File: src/rtl/uart_rx_pkg.sv
// Shared definitions for the configurable UART receiver.
// Latency: n/a (constants, types and a helper function only).
// Backpressure: n/a.
package uart_rx_pkg;

   localparam int PARITY_NONE = 0;
   localparam int PARITY_EVEN = 1;
   localparam int PARITY_ODD  = 2;

   typedef enum logic [2:0] {
      IDLE   = 3'd0,
      START  = 3'd1,
      DATA   = 3'd2,
      PARITY = 3'd3,
      STOP   = 3'd4
   } rx_state_t;

   // True when a receiver parameter set can be built and sampled sensibly.
   function automatic bit rx_params_legal(input int cpb, input int db,
                                          input int pm, input int sb);
      return (cpb >= 3) && (db >= 5) && (db <= 9) &&
             (pm >= PARITY_NONE) && (pm <= PARITY_ODD) &&
             ((sb == 1) || (sb == 2));
   endfunction

endpackage

File: src/rtl/uart_sync2.sv
// Two-flop synchroniser for an asynchronous, idle-high input.
// Latency: 2 cycles from d_i to q_o.
// Backpressure: none.
module uart_sync2 (
   input  logic clk_i,
   input  logic rst_i,
   input  logic d_i,
   output logic q_o
);

   logic meta_q;
   logic sync_q;

   // Resets to 1 so an idle line never looks like a start bit after reset.
   always_ff @(posedge clk_i) begin
      if (rst_i) begin
         meta_q <= 1'b1;
         sync_q <= 1'b1;
      end else begin
         meta_q <= d_i;
         sync_q <= meta_q;
      end
   end

   assign q_o = sync_q;

endmodule

File: src/rtl/uart_rx_cfg.sv
// Configurable UART receiver: data width, parity and stop bits, error flags, good-byte checksum.
// Latency: valid pulses 1 cycle after the last stop sample; checksum updates 1 cycle after valid.
// Backpressure: none; the consumer must take each one-cycle valid pulse.
module uart_rx_cfg
   import uart_rx_pkg::*;
#(
   parameter int cycles_per_bit = 4,
   parameter int data_bits      = 8,
   parameter int parity_mode    = 0,
   parameter int stop_bits      = 1
) (
   input  logic                 clock,
   input  logic                 tock_reset,
   input  logic                 serial,
   output logic [data_bits-1:0] get_data_out_ret,
   output logic                 get_valid_ret,
   output logic                 get_parity_err_ret,
   output logic                 get_frame_err_ret,
   output logic                 get_busy_ret,
   output logic [31:0]          get_checksum_ret
);

   localparam int CW = $clog2(cycles_per_bit);
   localparam logic [CW-1:0] CNT_FULL = CW'(cycles_per_bit - 1);
   localparam logic [CW-1:0] CNT_HALF = CW'((cycles_per_bit - 1) / 2);
   localparam logic [3:0]    IDX_LAST = 4'(data_bits - 1);
   localparam logic          STOP_LAST = 1'(stop_bits - 1);

   if (!rx_params_legal(cycles_per_bit, data_bits, parity_mode, stop_bits)) begin : g_bad_cfg
      $error("uart_rx_cfg: illegal parameter combination");
   end

   logic s;

   uart_sync2 u_sync (
      .clk_i (clock),
      .rst_i (tock_reset),
      .d_i   (serial),
      .q_o   (s)
   );

   rx_state_t            state_q, state_d;
   logic [CW-1:0]        cnt_q, cnt_d;
   logic [3:0]           idx_q, idx_d;
   logic                 stop_q, stop_d;
   logic [data_bits-1:0] shift_q, shift_d;
   logic                 perr_q, perr_d;
   logic                 ferr_q, ferr_d;
   logic [data_bits-1:0] out_data_q, out_data_d;
   logic                 valid_q, valid_d;
   logic                 out_perr_q, out_perr_d;
   logic                 out_ferr_q, out_ferr_d;
   logic [31:0]          csum_q, csum_d;
   logic                 exp_par;

   // Expected parity bit: even parity makes the total ones count even, odd inverts it.
   assign exp_par = (^shift_q) ^ (parity_mode == PARITY_ODD);

   // Frame sequencing: each bit is sampled once, when the phase counter reaches zero.
   always_comb begin
      state_d    = state_q;
      cnt_d      = cnt_q;
      idx_d      = idx_q;
      stop_d     = stop_q;
      shift_d    = shift_q;
      perr_d     = perr_q;
      ferr_d     = ferr_q;
      out_data_d = out_data_q;
      out_perr_d = out_perr_q;
      out_ferr_d = out_ferr_q;
      valid_d    = 1'b0;
      case (state_q)
         IDLE: begin
            if (!s) begin
               cnt_d   = CNT_HALF;
               idx_d   = 4'd0;
               stop_d  = 1'b0;
               perr_d  = 1'b0;
               ferr_d  = 1'b0;
               state_d = START;
            end
         end
         START: begin
            if (cnt_q == '0) begin
               if (s) begin
                  state_d = IDLE;
               end else begin
                  cnt_d   = CNT_FULL;
                  idx_d   = 4'd0;
                  state_d = DATA;
               end
            end else begin
               cnt_d = cnt_q - CW'(1);
            end
         end
         DATA: begin
            if (cnt_q == '0) begin
               // LSB arrives first, so after data_bits shifts bit i sits at index i.
               shift_d = {s, shift_q[data_bits-1:1]};
               cnt_d   = CNT_FULL;
               if (idx_q == IDX_LAST) begin
                  state_d = (parity_mode != PARITY_NONE) ? PARITY : STOP;
               end else begin
                  idx_d = idx_q + 4'd1;
               end
            end else begin
               cnt_d = cnt_q - CW'(1);
            end
         end
         PARITY: begin
            if (cnt_q == '0) begin
               perr_d  = (s != exp_par);
               cnt_d   = CNT_FULL;
               state_d = STOP;
            end else begin
               cnt_d = cnt_q - CW'(1);
            end
         end
         STOP: begin
            if (cnt_q == '0) begin
               ferr_d = ferr_q | ~s;
               cnt_d  = CNT_FULL;
               if (stop_q == STOP_LAST) begin
                  state_d    = IDLE;
                  valid_d    = 1'b1;
                  out_data_d = shift_q;
                  out_perr_d = perr_q;
                  out_ferr_d = ferr_q | ~s;
               end else begin
                  stop_d = 1'b1;
               end
            end else begin
               cnt_d = cnt_q - CW'(1);
            end
         end
         default: state_d = IDLE;
      endcase
   end

   // Checksum accumulates only frames that arrived without any error.
   always_comb begin
      csum_d = csum_q;
      if (valid_q && !out_perr_q && !out_ferr_q) begin
         csum_d = csum_q + 32'(out_data_q);
      end
   end

   // State registers; reset aborts any frame in flight without producing output.
   always_ff @(posedge clock) begin
      if (tock_reset) begin
         state_q    <= IDLE;
         cnt_q      <= '0;
         idx_q      <= '0;
         stop_q     <= 1'b0;
         shift_q    <= '0;
         perr_q     <= 1'b0;
         ferr_q     <= 1'b0;
         out_data_q <= '0;
         valid_q    <= 1'b0;
         out_perr_q <= 1'b0;
         out_ferr_q <= 1'b0;
         csum_q     <= '0;
      end else begin
         state_q    <= state_d;
         cnt_q      <= cnt_d;
         idx_q      <= idx_d;
         stop_q     <= stop_d;
         shift_q    <= shift_d;
         perr_q     <= perr_d;
         ferr_q     <= ferr_d;
         out_data_q <= out_data_d;
         valid_q    <= valid_d;
         out_perr_q <= out_perr_d;
         out_ferr_q <= out_ferr_d;
         csum_q     <= csum_d;
      end
   end

   assign get_data_out_ret   = out_data_q;
   assign get_valid_ret      = valid_q;
   assign get_parity_err_ret = out_perr_q;
   assign get_frame_err_ret  = out_ferr_q;
   assign get_busy_ret       = (state_q != IDLE);
   assign get_checksum_ret   = csum_q;

endmodule

File: config.mk
export PLATFORM = sky130hd
export DESIGN_NAME = uart_rx_cfg
export DESIGN_NICKNAME = d
export VERILOG_FILES = /design/src/rtl/uart_rx_pkg.sv /design/src/rtl/uart_sync2.sv /design/src/rtl/uart_rx_cfg.sv
export SDC_FILE = /design/constraint.sdc
export NUM_CORES = 1
export LEC_CHECK = 0
export CORE_ASPECT_RATIO = 1.5
export CORE_MARGIN = 4
export CORE_UTILIZATION = 25
export DETAILED_ROUTE_END_ITERATION = 16
export GPL_TIMING_DRIVEN = 0
export HOLD_SLACK_MARGIN = 0.08
export PLACE_DENSITY_LB_ADDON = 0.3
export SETUP_SLACK_MARGIN = 0.05
export SYNTH_ARGS = -nofsm -noshare
export SYNTH_HDL_FRONTEND = slang
export SYNTH_HIERARCHICAL = 1
export SYNTH_SLANG_ARGS = --single-unit
File: constraint.sdc
create_clock -name clock -period 2.89 [get_ports clock]
set_clock_uncertainty 0.15 [all_clocks]
set_input_delay 0.867 -clock clock [delete_from_list [all_inputs] [get_ports clock]]
set_output_delay 0.867 -clock clock [all_outputs]
set_load 0.01 [all_outputs]
== Word-level counts from Yosys, hierarchy flattened ==
Cells that the tools add are included.
Operators by class
  add/sub/neg operators: 3
  bitwise operators: 5
  shift operators: 0
  reduce and logical (&&, ||, !) cells: 21
  order comparisons: 0
  div/mod/pow operators: 0
  multiplexer cells: 28
  equality and inequality tests: 15
  multipliers: 0
Operators by type and width (number)
  32-bit by 8-bit adder with 32-bit output: 1
  3-bit two-way mux: 7
  4-bit two-way mux: 4
  2-bit != test (second input constant): 8
  3-bit one-hot mux with 5 select lines: 1
  4-bit one-hot mux with 3 select lines: 1
  3-bit AND reduction: 4
  2-bit two-way mux: 5
  3-bit nonzero test: 3
  8-bit XOR reduction: 1
  7-bit AND reduction: 1
  3-bit by 2-bit equality test with 1-bit output (second input constant): 2
  1-bit two-way mux: 6
  1-bit one-hot mux with 2 select lines: 3
  2-bit one-hot mux with 3 select lines: 1
  3-bit OR reduction: 2
  4-bit by 1-bit adder with 4-bit output (second input constant): 1
  4-bit by 3-bit equality test with 1-bit output (second input constant): 1
  1-bit inverter: 4
  4-bit AND reduction: 1
  2-bit nonzero test: 2
  3-bit by 1-bit equality test with 1-bit output (second input constant): 1
  3-bit equality test (second input constant): 1
  3-bit logical NOT: 1
  8 further kinds: 10
Word-level totals
  bits in read-only memories: 0
  input port bits: 3
  output and inout port bits: 44
  word-level logic and storage cells: 86
  bits in latches: 0
  memories kept: 0
  bits in registers: 65
  bits in writable memories: 0

== Logic depth before layout (Yosys ltp) ==
  depth after elaboration: 4
  gate-level depth with buffers: 9
  mapped depth without buffers: 8

== Modules after synthesis ==
The synthesis kept the hierarchy.
By module, submodules not included
  uart_rx_cfg: area an instance 3352.0 um2, instances 1, seq. area each 1241.2 um2, cells an instance 413
  uart_sync2: area an instance 52.6 um2, instances 1, seq. area each 40.0 um2, cells an instance 4

== Least setup slack after synthesis ==
OpenSTA, ideal clock, no wires.
  path kind: register to register
  start: register out_data_q[0], in the netlist get_data_out_ret[0]
  end: register csum_q[12], in the netlist get_checksum_ret[12]
  path buffers: 1
  cell stages (with the launch flop): 10
  path slack: 0.489 ns
  arrival time: 2.180 ns
  library setup time: 0.071 ns
  required time: 2.669 ns
  cell sequence: dfxtp_1 ha_1 inv_1 fa_1 nand2b_1 a21oi_1 o31ai_1 buf_2 or4_1 a21oi_1
Between the ends
  word-level cells in the longest chain between the ends: 1
Ends and longest elaborated chain
  from (decl): line uart_rx_cfg.sv:49  | logic [data_bits-1:0] out_data_q, out_data_d;
  from (signal assigned): line uart_rx_cfg.sv:171  | out_data_q <= out_data_d;
  32-bit by 8-bit adder with 32-bit output: line uart_rx_cfg.sv:144  | csum_d = csum_q + 32'(out_data_q);
  to (signal assigned): line uart_rx_cfg.sv:175  | csum_q <= csum_d;
  to (decl): line uart_rx_cfg.sv:53  | logic [31:0] csum_q, csum_d;
No other way between the ends.
A chain may end at the register's enable or synchronous reset.

== Final worst setup path ==
  start: input tock_reset
  end: register valid_q, in the netlist get_valid_ret
Between the ends
  word-level cells in the longest chain between the ends: 1
Ends and longest elaborated chain
  from (decl): line uart_rx_cfg.sv:13  | input logic tock_reset,
  3-bit OR reduction (no line)
  to (signal assigned): line uart_rx_cfg.sv:172  | valid_q <= valid_d;
  to (decl): line uart_rx_cfg.sv:50  | logic valid_q, valid_d;
No other way between the ends.

==> impl_metrics.py <==
metrics = {
    "status": {
        "status": "finished clean",
    },
    "synthesis": {
        "synthArstFlopShare_pct": 0,
        "synthesis.area_sq_um": 3400,
        "synthTopCellsByArea": "dfxtp_1, a21oi_1, nand2_1",
        "synthesis.nets": 431,
        "synth_top_area_share_pct": 37.6,
        "synth_top_cell_by_area": "dfxtp_1",
        "syn_inst": 417,
        "ys_types": 53,
        "synth_ff_type": "dfxtp_1",
        "ys_seq_area_share_pct": 37.6,
        "yosys_warnings": 6,
        "ys_ff_latch": 64,
        "synth_edf_count": 0,
        "syn_area_per_cell_sq_um": 8.16,
    },
    "cells_and_area": {
        "diodes": 0,
        "multi_input_area_sq_um": 1990,
        "instances_no_fill": 640,
        "layout-drive-gt1-share_pct": 7.53,
        "final_util_pct": 32.5,
        "fin_nets": 488,
        "ff_latch_area_sq_um": 1280,
        "syn2layout_area_growth_pct": 28.0,
        "fill_cells": 1452,
    },
    "min_path": {
        "holdCritPathClass": "reg -> reg",
    },
    "global_route": {
        "grt_pass1_vias": 3132,
        "grt_max_degree": 11,
        "grt_overflow_total": 0,
        "antenna_found_initial": 0,
        "grt_pass1_wl_um": 15300,
        "grt_usage_pct": 12.5,
    },
    "placement": {
        "gp_congestion": 0.814,
        "preCtsSetupSlack_ns": -0.239,
        "io_buffers": 46,
        "dp.cells": 625,
        "dpl.hpwl_um": 6790,
    },
    "critical_path": {
        "crit_path_max_fanout": 10,
        "cpMostUsedCell": "clkbuf_1",
        "path_cells": "clkdlybuf4s50_1 > clkbuf_1 > clkbuf_1 > buf_1 > nor2_1",
        "critPathMaxStageDelay_ns": 0.50,
        "setup.worst_path.start_class": "primary input",
        "cp.arrival_ns": 2.72,
        "cp.required_ns": 2.94,
        "critPathTopFamily": "buffers and inverters",
        "crit_buf_inv": 4,
        "slowest_stage": "clkdlybuf4s50_1",
        "end_kind": "flip-flop",
        "worstSetupPathType": "in -> reg",
    },
    "floorplanning": {
        "core-area_sq_um": 13400,
        "rows": 52,
        "fp.dieArea_sq_um": 15600,
        "ios": 47,
        "die_x_um": 103,
        "initial_utilization_pct": 25.4,
        "chipHeight_um": 151,
    },
    "sta": {
        "worst_slack_ns": 0.221,
        "tns_ns": 0,
        "timing_worst_slew_pin_value_ns": 0.554,
        "hold_viol": 0,
        "grt_setup_unrepaired": "false",
        "max_slew_margin_pct": 63.1,
        "fmax_ghz": 0.375,
        "period_needed_ns": 2.67,
        "finalMaxSlewViolations": 0,
        "min_period_over_period_pct": 92.3,
        "final-setup-viol-count": 0,
    },
    "pwr": {
        "irDropWorstVdd_mv": 0.289,
        "power_density_nw_per_um2": 465,
        "leakage_uw": 0.00151,
    },
    "routing": {
        "antenna_left": 0,
        "vias": 3167,
        "routedWlPerCell_um": 14.2,
        "drcViolationCount": 0,
        "drtIter0Drc": 121,
        "first_pass_iters": 4,
        "drt-total-wl_um": 9090,
        "viasPerCell": 4.95,
    },
    "clock_network": {
        "cts_buffers": 9,
        "cts_buffer_depth": 2,
        "cts_sinks": 64,
        "tritoncts": "yes",
        "clockRootBuffer": "clkbuf_16",
        "htreeDepth": 3,
        "path_clk_slew_ns": 0.05,
        "clock_latency_ns": 0.33,
    },
    "job": {
        "drv_cap": 0,
    },
}
==> flip-flops by register name, summed over array words and instances (netlist names) <==
| signal | cells |
|---|---|
| perr_q | 1 |
| u_sync/q_o | 1 |
| cnt_q | 2 |
| get_frame_err_ret | 1 |
| get_parity_err_ret | 1 |
| ferr_q | 1 |
| shift_q | 8 |
| get_checksum_ret | 32 |
| idx_q | 4 |
| get_valid_ret | 1 |
| state_q | 3 |
| get_data_out_ret | 8 |
| u_sync/meta_q | 1 |
==> cell families (layout without fill, tap and decap cells) <==
family	Yosys count	in the layout	share of synthesized area, %
simple gates	186	186	28.7
compound gates	98	98	18.2
flops	64	64	37.6
buf+inv	34	95	3.90
mux	15	15	4.96
fa+ha+maj	11	11	4.26
xor+xnor	9	9	2.32
==> report_power, final <==
group | switching, uW | leakage [uW] | total [uW] | internal (uW)
registers | 2.82 | 0.000516 | 890 | 887
logic | 41.7 | 0.000852 | 61.2 | 19.5
clock network | 392 | 0.000139 | 1080 | 685
==> per-stage QoR <==
| stage | instance area (sq um) | hold slack [ns] | power (uW) |
|---|---|---|---|
| finish | 4360 | 0.253 | 2030 |
| global route | 4360 | 0.270 | 2100 |
| CTS | 4360 | 0.258 | 2060 |
| detailed placement | 4070 | 0.245 | 970 |
| global placement | 4070 | 0.242 | 969 |
| floorplan | 3400 | 0.233 | 948 |
==> cell usage after synthesis (all sizes together) (7+ instances only) <==
master,instances
clkbuf,17
nor2,33
ha,10
or3,8
dfxtp,64
o21ai,10
mux2,15
a211oi,10
nand2,59
nand3,16
a21oi,50
buf,7
o31ai,7
xnor2,8
nor3,13
inv,10
nor2b,16
==> area by class of cell <==
class,instances,share of cell area (%)
Buffer,24,2.27
Clock buffer,12,5.65
Sequential cell,64,29.4
Inverter,10,0.861
Clock inverter,3,0.976
Timing Repair Buffer,46,10.5
Tap cell,162,4.65
Multi-Input combinational cell,319,45.7
==> final timing paths <==
kind | slack, ns | cells after the start | endpoint | start
max | 0.22 | 5 | get_valid_ret | tock_reset
min reg2reg | 0.25 | 1 | u_sync/q_o | u_sync/meta_q
max reg2reg | 0.28 | 9 | get_checksum_ret[12] | get_data_out_ret[0]
min | 0.25 | 1 | u_sync/q_o | u_sync/meta_q
==> worst reg2reg max path: stages (launching register included) <==
cell	delay, ns
dfxtp_1	0.36
ha_1	0.18
inv_1	0.06
fa_1	0.40
nand2b_1	0.18
a21oi_1	0.24
o31ai_1	0.15
buf_2	0.20
or4_1	0.48
a21oi_1	0.15
==> cell usage in the layout (no fill, tap or decap), types with 9 or more instances in the layout <==
master / instances
dfxtp_1: 64
nand2_1: 59
a21oi_1: 50
clkdlybuf4s50_1: 45
nor2_1: 33
clkbuf_1: 18
nor2b_1: 16
nand3_1: 16
nor3_1: 13
inv_1: 10
a211oi_1: 10
ha_1: 10
o21ai_0: 9
clkbuf_16: 9
==> routing by layer <==
layer | share of wire, % | vias to the layer above | global-route usage (%) | wire length [um]
met2 | 49 | 63 | 20.3 | 4460
met3 | 4.0 | 16 | 2.40 | 368
met5 | 0 | - | 0 | 0
met1 | 44 | 1486 | 15.4 | 3990
met4 | 3.0 | 0 | 6.42 | 271
li1 | - | 1602 | - | -
==> timing repair <==
item,CTS,global route
endpoints found under the hold margin,0,0
buffers inserted,0,0
hold buffers,0,0
resized for setup,2,2
endpoints found under the setup margin,1,8
gates cloned,0,0
Note: power is estimated with default switching activity, not from simulation.
